## src/rtl/alu_operand_stage.sv

```systemverilog
// Operand-fetch stage: 8-entry register file feeding a pipeline register that drives the ALU inputs.
// Optional feature macro WRITE_BYPASS_EN: same-cycle write forwarding and refresh of stalled operands.
module alu_operand_stage #(
   parameter int regSize  = 8,
   parameter int regCount = 8,
   localparam int AW      = $clog2(regCount)
) (
   input  logic               Clk,
   input  logic               Reset_n,
   input  logic               InValid,
   output logic               InReady,
   input  logic [AW-1:0]      RdAddrA,
   input  logic [AW-1:0]      RdAddrB,
   input  logic               ImmSel,
   input  logic [regSize-1:0] Imm,
   input  logic [2:0]         ALUOpIn,
   input  logic [AW-1:0]      DestIn,
   input  logic               WrEn,
   input  logic [AW-1:0]      WrAddr,
   input  logic [regSize-1:0] WrData,
   input  logic               Stall,
   input  logic               Flush,
   output logic [regSize-1:0] SrcA,
   output logic [regSize-1:0] SrcB,
   output logic [2:0]         ALUOp,
   output logic [AW-1:0]      DestOut,
   output logic               OutValid
);

   logic [regSize-1:0] regFile [regCount];
   logic [regSize-1:0] readA, readB, opA, opB;
   logic [regSize-1:0] srcANxt, srcBNxt;
   logic [2:0]         aluOpNxt;
   logic [AW-1:0]      destNxt;
   logic               validNxt;

   assign InReady = !Stall;

   // Writeback port is independent of stall and flush
   always_ff @(posedge Clk or negedge Reset_n) begin
      if (!Reset_n) begin
         for (int i = 0; i < regCount; i++) regFile[i] <= '0;
      end else if (WrEn) begin
         regFile[WrAddr] <= WrData;
      end
   end

   always_comb begin
      readA = regFile[RdAddrA];
      readB = regFile[RdAddrB];
`ifdef WRITE_BYPASS_EN
      if (WrEn && WrAddr == RdAddrA) readA = WrData;
      if (WrEn && WrAddr == RdAddrB) readB = WrData;
`endif
      opA = readA;
      opB = ImmSel ? Imm : readB;
   end

`ifdef WRITE_BYPASS_EN
   logic [AW-1:0] heldAddrA, heldAddrB;
   logic          heldImmSel;

   // Source addresses of the held instruction, used to refresh operands during a stall
   always_ff @(posedge Clk or negedge Reset_n) begin
      if (!Reset_n) begin
         heldAddrA  <= '0;
         heldAddrB  <= '0;
         heldImmSel <= 1'b0;
      end else if (Flush || (!Stall && !InValid)) begin
         heldAddrA  <= '0;
         heldAddrB  <= '0;
         heldImmSel <= 1'b0;
      end else if (!Stall) begin
         heldAddrA  <= RdAddrA;
         heldAddrB  <= RdAddrB;
         heldImmSel <= ImmSel;
      end
   end
`endif

   // Flush beats stall; an empty slot is carried down as an all-zero payload
   always_comb begin
      srcANxt  = SrcA;
      srcBNxt  = SrcB;
      aluOpNxt = ALUOp;
      destNxt  = DestOut;
      validNxt = OutValid;
      if (Flush || (!Stall && !InValid)) begin
         srcANxt  = '0;
         srcBNxt  = '0;
         aluOpNxt = 3'b000;
         destNxt  = '0;
         validNxt = 1'b0;
      end else if (!Stall) begin
         srcANxt  = opA;
         srcBNxt  = opB;
         aluOpNxt = ALUOpIn;
         destNxt  = DestIn;
         validNxt = 1'b1;
      end
`ifdef WRITE_BYPASS_EN
      else if (OutValid && WrEn) begin
         if (WrAddr == heldAddrA) srcANxt = WrData;
         if (WrAddr == heldAddrB && !heldImmSel) srcBNxt = WrData;
      end
`endif
   end

   always_ff @(posedge Clk or negedge Reset_n) begin
      if (!Reset_n) begin
         SrcA     <= '0;
         SrcB     <= '0;
         ALUOp    <= 3'b000;
         DestOut  <= '0;
         OutValid <= 1'b0;
      end else begin
         SrcA     <= srcANxt;
         SrcB     <= srcBNxt;
         ALUOp    <= aluOpNxt;
         DestOut  <= destNxt;
         OutValid <= validNxt;
      end
   end

endmodule

```

## config.mk

```make
export PLATFORM = sky130hd
export DESIGN_NAME = alu_operand_stage
export DESIGN_NICKNAME = d
export VERILOG_FILES = /design/src/rtl/alu_operand_stage.sv
export SDC_FILE = /design/constraint.sdc
export NUM_CORES = 1
export LEC_CHECK = 0
export ABC_AREA = 1
export CORE_MARGIN = 5
export CORE_UTILIZATION = 45
export CTS_CLUSTER_DIAMETER = 120
export CTS_CLUSTER_SIZE = 16
export DETAILED_ROUTE_END_ITERATION = 10
export PLACE_DENSITY = 0.65
export SYNTH_ARGS = -nofsm -noshare
export SYNTH_HDL_FRONTEND = slang
export SYNTH_SLANG_ARGS = --single-unit
```

## constraint.sdc

```tcl
create_clock -name Clk -period 1.98 [get_ports Clk]
set_input_delay 0.396 -clock Clk [delete_from_list [all_inputs] [get_ports Clk]]
set_output_delay 0.396 -clock Clk [all_outputs]
set_load 0.05 [all_outputs]
```

---- After elaboration in Yosys (flattened, before gate mapping) ----
Cells that the tools add are included.
W data, S select, Z words.
operators by class
  magnitude comparators ................... 4
  equal/unequal tests ..................... 1
  multiplexer cells ....................... 20
  bitwise gates (word level) .............. 3
  reduce and logical (&&, ||, !) cells .... 5
operators by type and width
  kind                  count
  $mux W8               10
  $bwmux W64            1
  $bmux W8 S3           2
  $demux W8 S3          1
  $ge A4 B4 Y1 const B  3
  $mux W3               4
  $not A3 Y4            3
  $lt A4 B1 Y1 const B  1
  $logic_and A1 B1 Y1   2
  $logic_not A1 Y1      2
  $mux W1               2
  $ne A2 B1 Y1 const B  1
  $logic_or A1 B1 Y1    1
storage, ports and cells
  bits in registers ....................... 87
  output and inout bits ................... 24

---- Longest topological paths before layout ----
Gate-level depths: netlist (run 1).
  depth in word-level cells ............... 7
  depth in mapped cells ................... 9
  gate-level depth less buffers ........... 7

---- Worst setup path after synthesis (run 1) ----
No wires, ideal clock.
  path kind ............................... input to register
  start ................................... input RdAddrB[1]
  end ..................................... register SrcB[5]
  arrival ................................. 1.120 ns
  required time ........................... 1.862 ns
  path slack .............................. 0.743 ns
  cell stages on the path ................. 8
  path through ............................ buf_2 > inv_1 > buf_6 > nand3_1 > nand3_1 > nand3_1 > nand2_1 > nand2_1
between the ends
  word-level cells in the longest chain between the ends .. 7
RTL lines
  what                                        line  text
  from (decl)                                 13    input logic [AW-1:0] RdAddrB,
  $not A3 Y4 (not written as such)            50    readB = regFile[RdAddrB];
  $bmux W8 S3                                 50
  $mux W8 (not written as such) (2 in a row)  50
  $mux W8                                     56    opB = ImmSel ? Imm : readB;
  $mux W8                                     94    end else if (!Stall) begin
  $mux W8                                     88    if (Flush || (!Stall && !InValid)) begin
  to (signal assigned)                        118   SrcB <= srcBNxt;
  to (decl)                                   24    output logic [regSize-1:0] SrcB,
Every way passes these cells. The select of a mux whose other input is x is not followed.
A chain may end at the register's enable or synchronous reset.

---- Final worst setup path (run 1) ----
  start ................................... register SrcA[6]
  end ..................................... output SrcA[6]
RTL lines
  what                    line  text
  from (decl)             23    output logic [regSize-1:0] SrcA,
  from (signal assigned)  117   SrcA <= srcANxt;
No word-level cell between the ends.

==> impl_metrics.env, run 1 <==
export IMPL_setup_viol=0
export IMPL_fin_crit_sh_pct=98.25
export IMPL_crit_slowest_cell="clkdlybuf4s50_1"
export IMPL_syn_nets=637
export IMPL_endpoint_kind="primary output"
export IMPL_worstMarginPinSlew_ps=534.1
export IMPL_place_congestion=0.8708
export IMPL_cp_num_cells=1
export IMPL_drtIter0Drc=403
export IMPL_cts_buffer_depth=2
export IMPL_clock_latency_ps=370
export IMPL_critPathTopFamily="buffers and inverters"
export IMPL_cts_buffers=9
export IMPL_grt_use_total_pct=24.32
export IMPL_multi_input_area_um2=1968
export IMPL_top_layer="met4"
export IMPL_fp_coreArea_um2=9729
export IMPL_area_delta_synth_final_pct=23.03
export IMPL_fp_dieW_um=109.9
export IMPL_grt_pass1_vias=4089
export IMPL_syn_avg_cell_area_um2=7.493
export IMPL_drcViolationCount=0
export IMPL_hold_viol=0
export IMPL_fin_cells=800
export IMPL_fin_nets=700
export IMPL_fp_dieH_um=109.9
export IMPL_critPathLaunchType="flip-flop"
export IMPL_gr_total_overflow=0
export IMPL_relSlewSlack_pct=64.31
export IMPL_fillCellCount=936
export IMPL_drt_wl_total_mm=13.87
export IMPL_via_count=4336
export IMPL_ys_seq_elements=87
export IMPL_pin_count=62
export IMPL_drive_above_1_share_pct=7.046
export IMPL_ir_drop_mv=0.3964
export IMPL_met3_wirelength_mm=1.366
export IMPL_status="finished, final reports clean"
export IMPL_power_density_nw_per_um2=828.3
export IMPL_clock_sinks=87
export IMPL_cts_tree="done"
export IMPL_fin_worst_skew_ps=8.922
export IMPL_diodes=0
export IMPL_yosys_cell_types_count=17
export IMPL_most_common_layout_cells="nand2_1, dfrtp_1, nand3_1"
export IMPL_setup_tns_ps=0
export IMPL_postSynthCellCount=599
export IMPL_root_buffer="clkbuf_8"
export IMPL_path_cells="clkdlybuf4s50_1"
export IMPL_ys_seq_area_share_pct=48.51
export IMPL_crit_type="flip-flop to primary output"
export IMPL_drv_slew=0
export IMPL_syn_area_um2=4488
export IMPL_drt_met1_wl_mm=6.074
export IMPL_met2_length_mm=6.125
export IMPL_final_seq_area_um2=2177
export IMPL_dp_hpwl_mm=9.413
export IMPL_crit_arrival_ps=1550
export IMPL_htree_levels=3
export IMPL_start_util_pct=46.13
export IMPL_drt_pass1_iter_count=5
export IMPL_yosysWarnings=0
export IMPL_final_core_util_pct=56.75
export IMPL_rsz0062_at_grt="no"
export IMPL_ff2ff_path_depth=6
export IMPL_whs_path_depth=2
export IMPL_antenna_found_initial=0
export IMPL_postRouteAntennaNets=0
export IMPL_critical_path_max_fanout=2
export IMPL_place_inst=783
export IMPL_leakage_nw=2.755
export IMPL_clock_fmax_mhz=514.0
export IMPL_min_path_type="flip-flop to flip-flop"
export IMPL_viasPerCell=5.420
export IMPL_critPathMaxStageDelay_ps=810
export IMPL_port_buffers=61
export IMPL_post_cts_buffers=0
export IMPL_die_area_um2=12070
export IMPL_maxCapViolCount=0
export IMPL_rows=36
export IMPL_cp_num_buf_inv=1
export IMPL_grt_pass1_wl_mm=21.95
export IMPL_required_ps=1580
export IMPL_cts_clk_slew_worst_paths_ps=90
export IMPL_post_drt_wl_per_cell_um=17.33
export IMPL_grt_max_degree=41
export IMPL_min_period_ps=1945
export IMPL_final_common_cell="nand2_1"
## power breakdown
part	total (W)	switching [W]	internal, W
registers	0.00227	0.000215	0.00205
logic	0.00103	0.000618	0.000408
clock network	0.00128	0.000662	0.000618
## worst reg2reg max path: stages (launching register included)
cell and delay [ps]:
dfrtp_1 400, nor2_1 100, nor2_1 40, o21ai_0 70, nand3_1 180, nand3_1 170
nand2_1 50
## synthesized netlist by cell type
cell	count	area, um2
a22o_1	6	52.55
buf_2	15	75.07
buf_4	2	15.01
buf_6	10	112.6
clkbuf_1	6	22.52
clkbuf_2	1	5.000
dfrtp_1	87	2177
inv_1	30	112.6
nand2_1	216	810.8
nand3_1	81	405.4
nor2_1	53	198.9
nor2_2	2	12.51
nor3_4	1	16.27
o211ai_1	8	60.06
o21ai_0	78	390.4
o21ai_1	2	10.01
o21bai_2	1	11.26
## metrics by stage
step           hold WS [ps]  total power, W  setup slack [ps]  cell area, um2
2_1_floorplan         100.4        0.002901             742.6            4488
3_3_place_gp          364.1        0.003288             107.0            5305
3_5_place_dp          362.9        0.003317             92.42            5305
4_1_cts               488.9        0.004595             2.691            5509
5_1_grt               517.1        0.004831            0.3854            5522
6_report              483.3        0.004574             34.57            5522
## path summary, 6_finish.rpt
| check | startpoint | slack, ps | end |
|---|---|---|---|
| max | SrcA[6] | 30 | SrcA[6] |
| min | SrcB[7] | 480 | SrcB[7] |
| min in group asynchronous | Reset_n | 500 | ALUOp[1] |
| max in group asynchronous | Reset_n | 960 | regFile[58] |
| min reg2reg | SrcB[7] | 480 | SrcB[7] |
| max reg2reg | regFile[59] | 870 | SrcA[3] |
## sequential cells by signal, indices dropped and copies added (netlist names)
signal	flops
DestOut	3
regFile	64
OutValid	1
SrcB	8
ALUOp	3
SrcA	8
## routing by layer
layer | track usage [%] | up-vias
met2 | 37.00 | 230
met5 | 0 | -
met4 | 9.973 | 0
met1 | 34.84 | 2022
li1 | - | 2066
met3 | 3.347 | 18
## timing repair
action	4_1_cts	5_1_grt
endpoints found under the setup margin	4	5
cloned	0	0
gates resized for setup	4	5
hold endpoints to repair	27	0
hold buffers	1	0
## cells by family after synthesis
family | count (synthesis) | synth area share [%]
buf+inv | 64 | 7.638
simple gates | 353 | 32.17
flops | 87 | 48.51
compound gates | 95 | 11.68
## final cells by class
type / instances / share of cell area, %
Timing Repair Buffer: 86 / 16.27
Clock buffer: 11 / 2.561
Clock inverter: 5 / 1.042
Sequential cell: 87 / 39.43
Inverter: 30 / 2.039
Tap cell: 133 / 3.014
Multi-Input combinational cell: 448 / 35.64
Note: power is estimated with default switching activity, not from simulation.
==> run 2: changes to the inputs <==
--- a/config.mk
+++ b/config.mk
@@ -9,7 +9,6 @@
 export CORE_MARGIN = 5
 export CORE_UTILIZATION = 45
 export CTS_CLUSTER_DIAMETER = 120
-export CTS_CLUSTER_SIZE = 16
 export DETAILED_ROUTE_END_ITERATION = 10
 export PLACE_DENSITY = 0.65
 export SYNTH_ARGS = -nofsm -noshare
==> results of run 2 <==
Same layout as run 1: the final DEF is identical, and so are final timing and power.
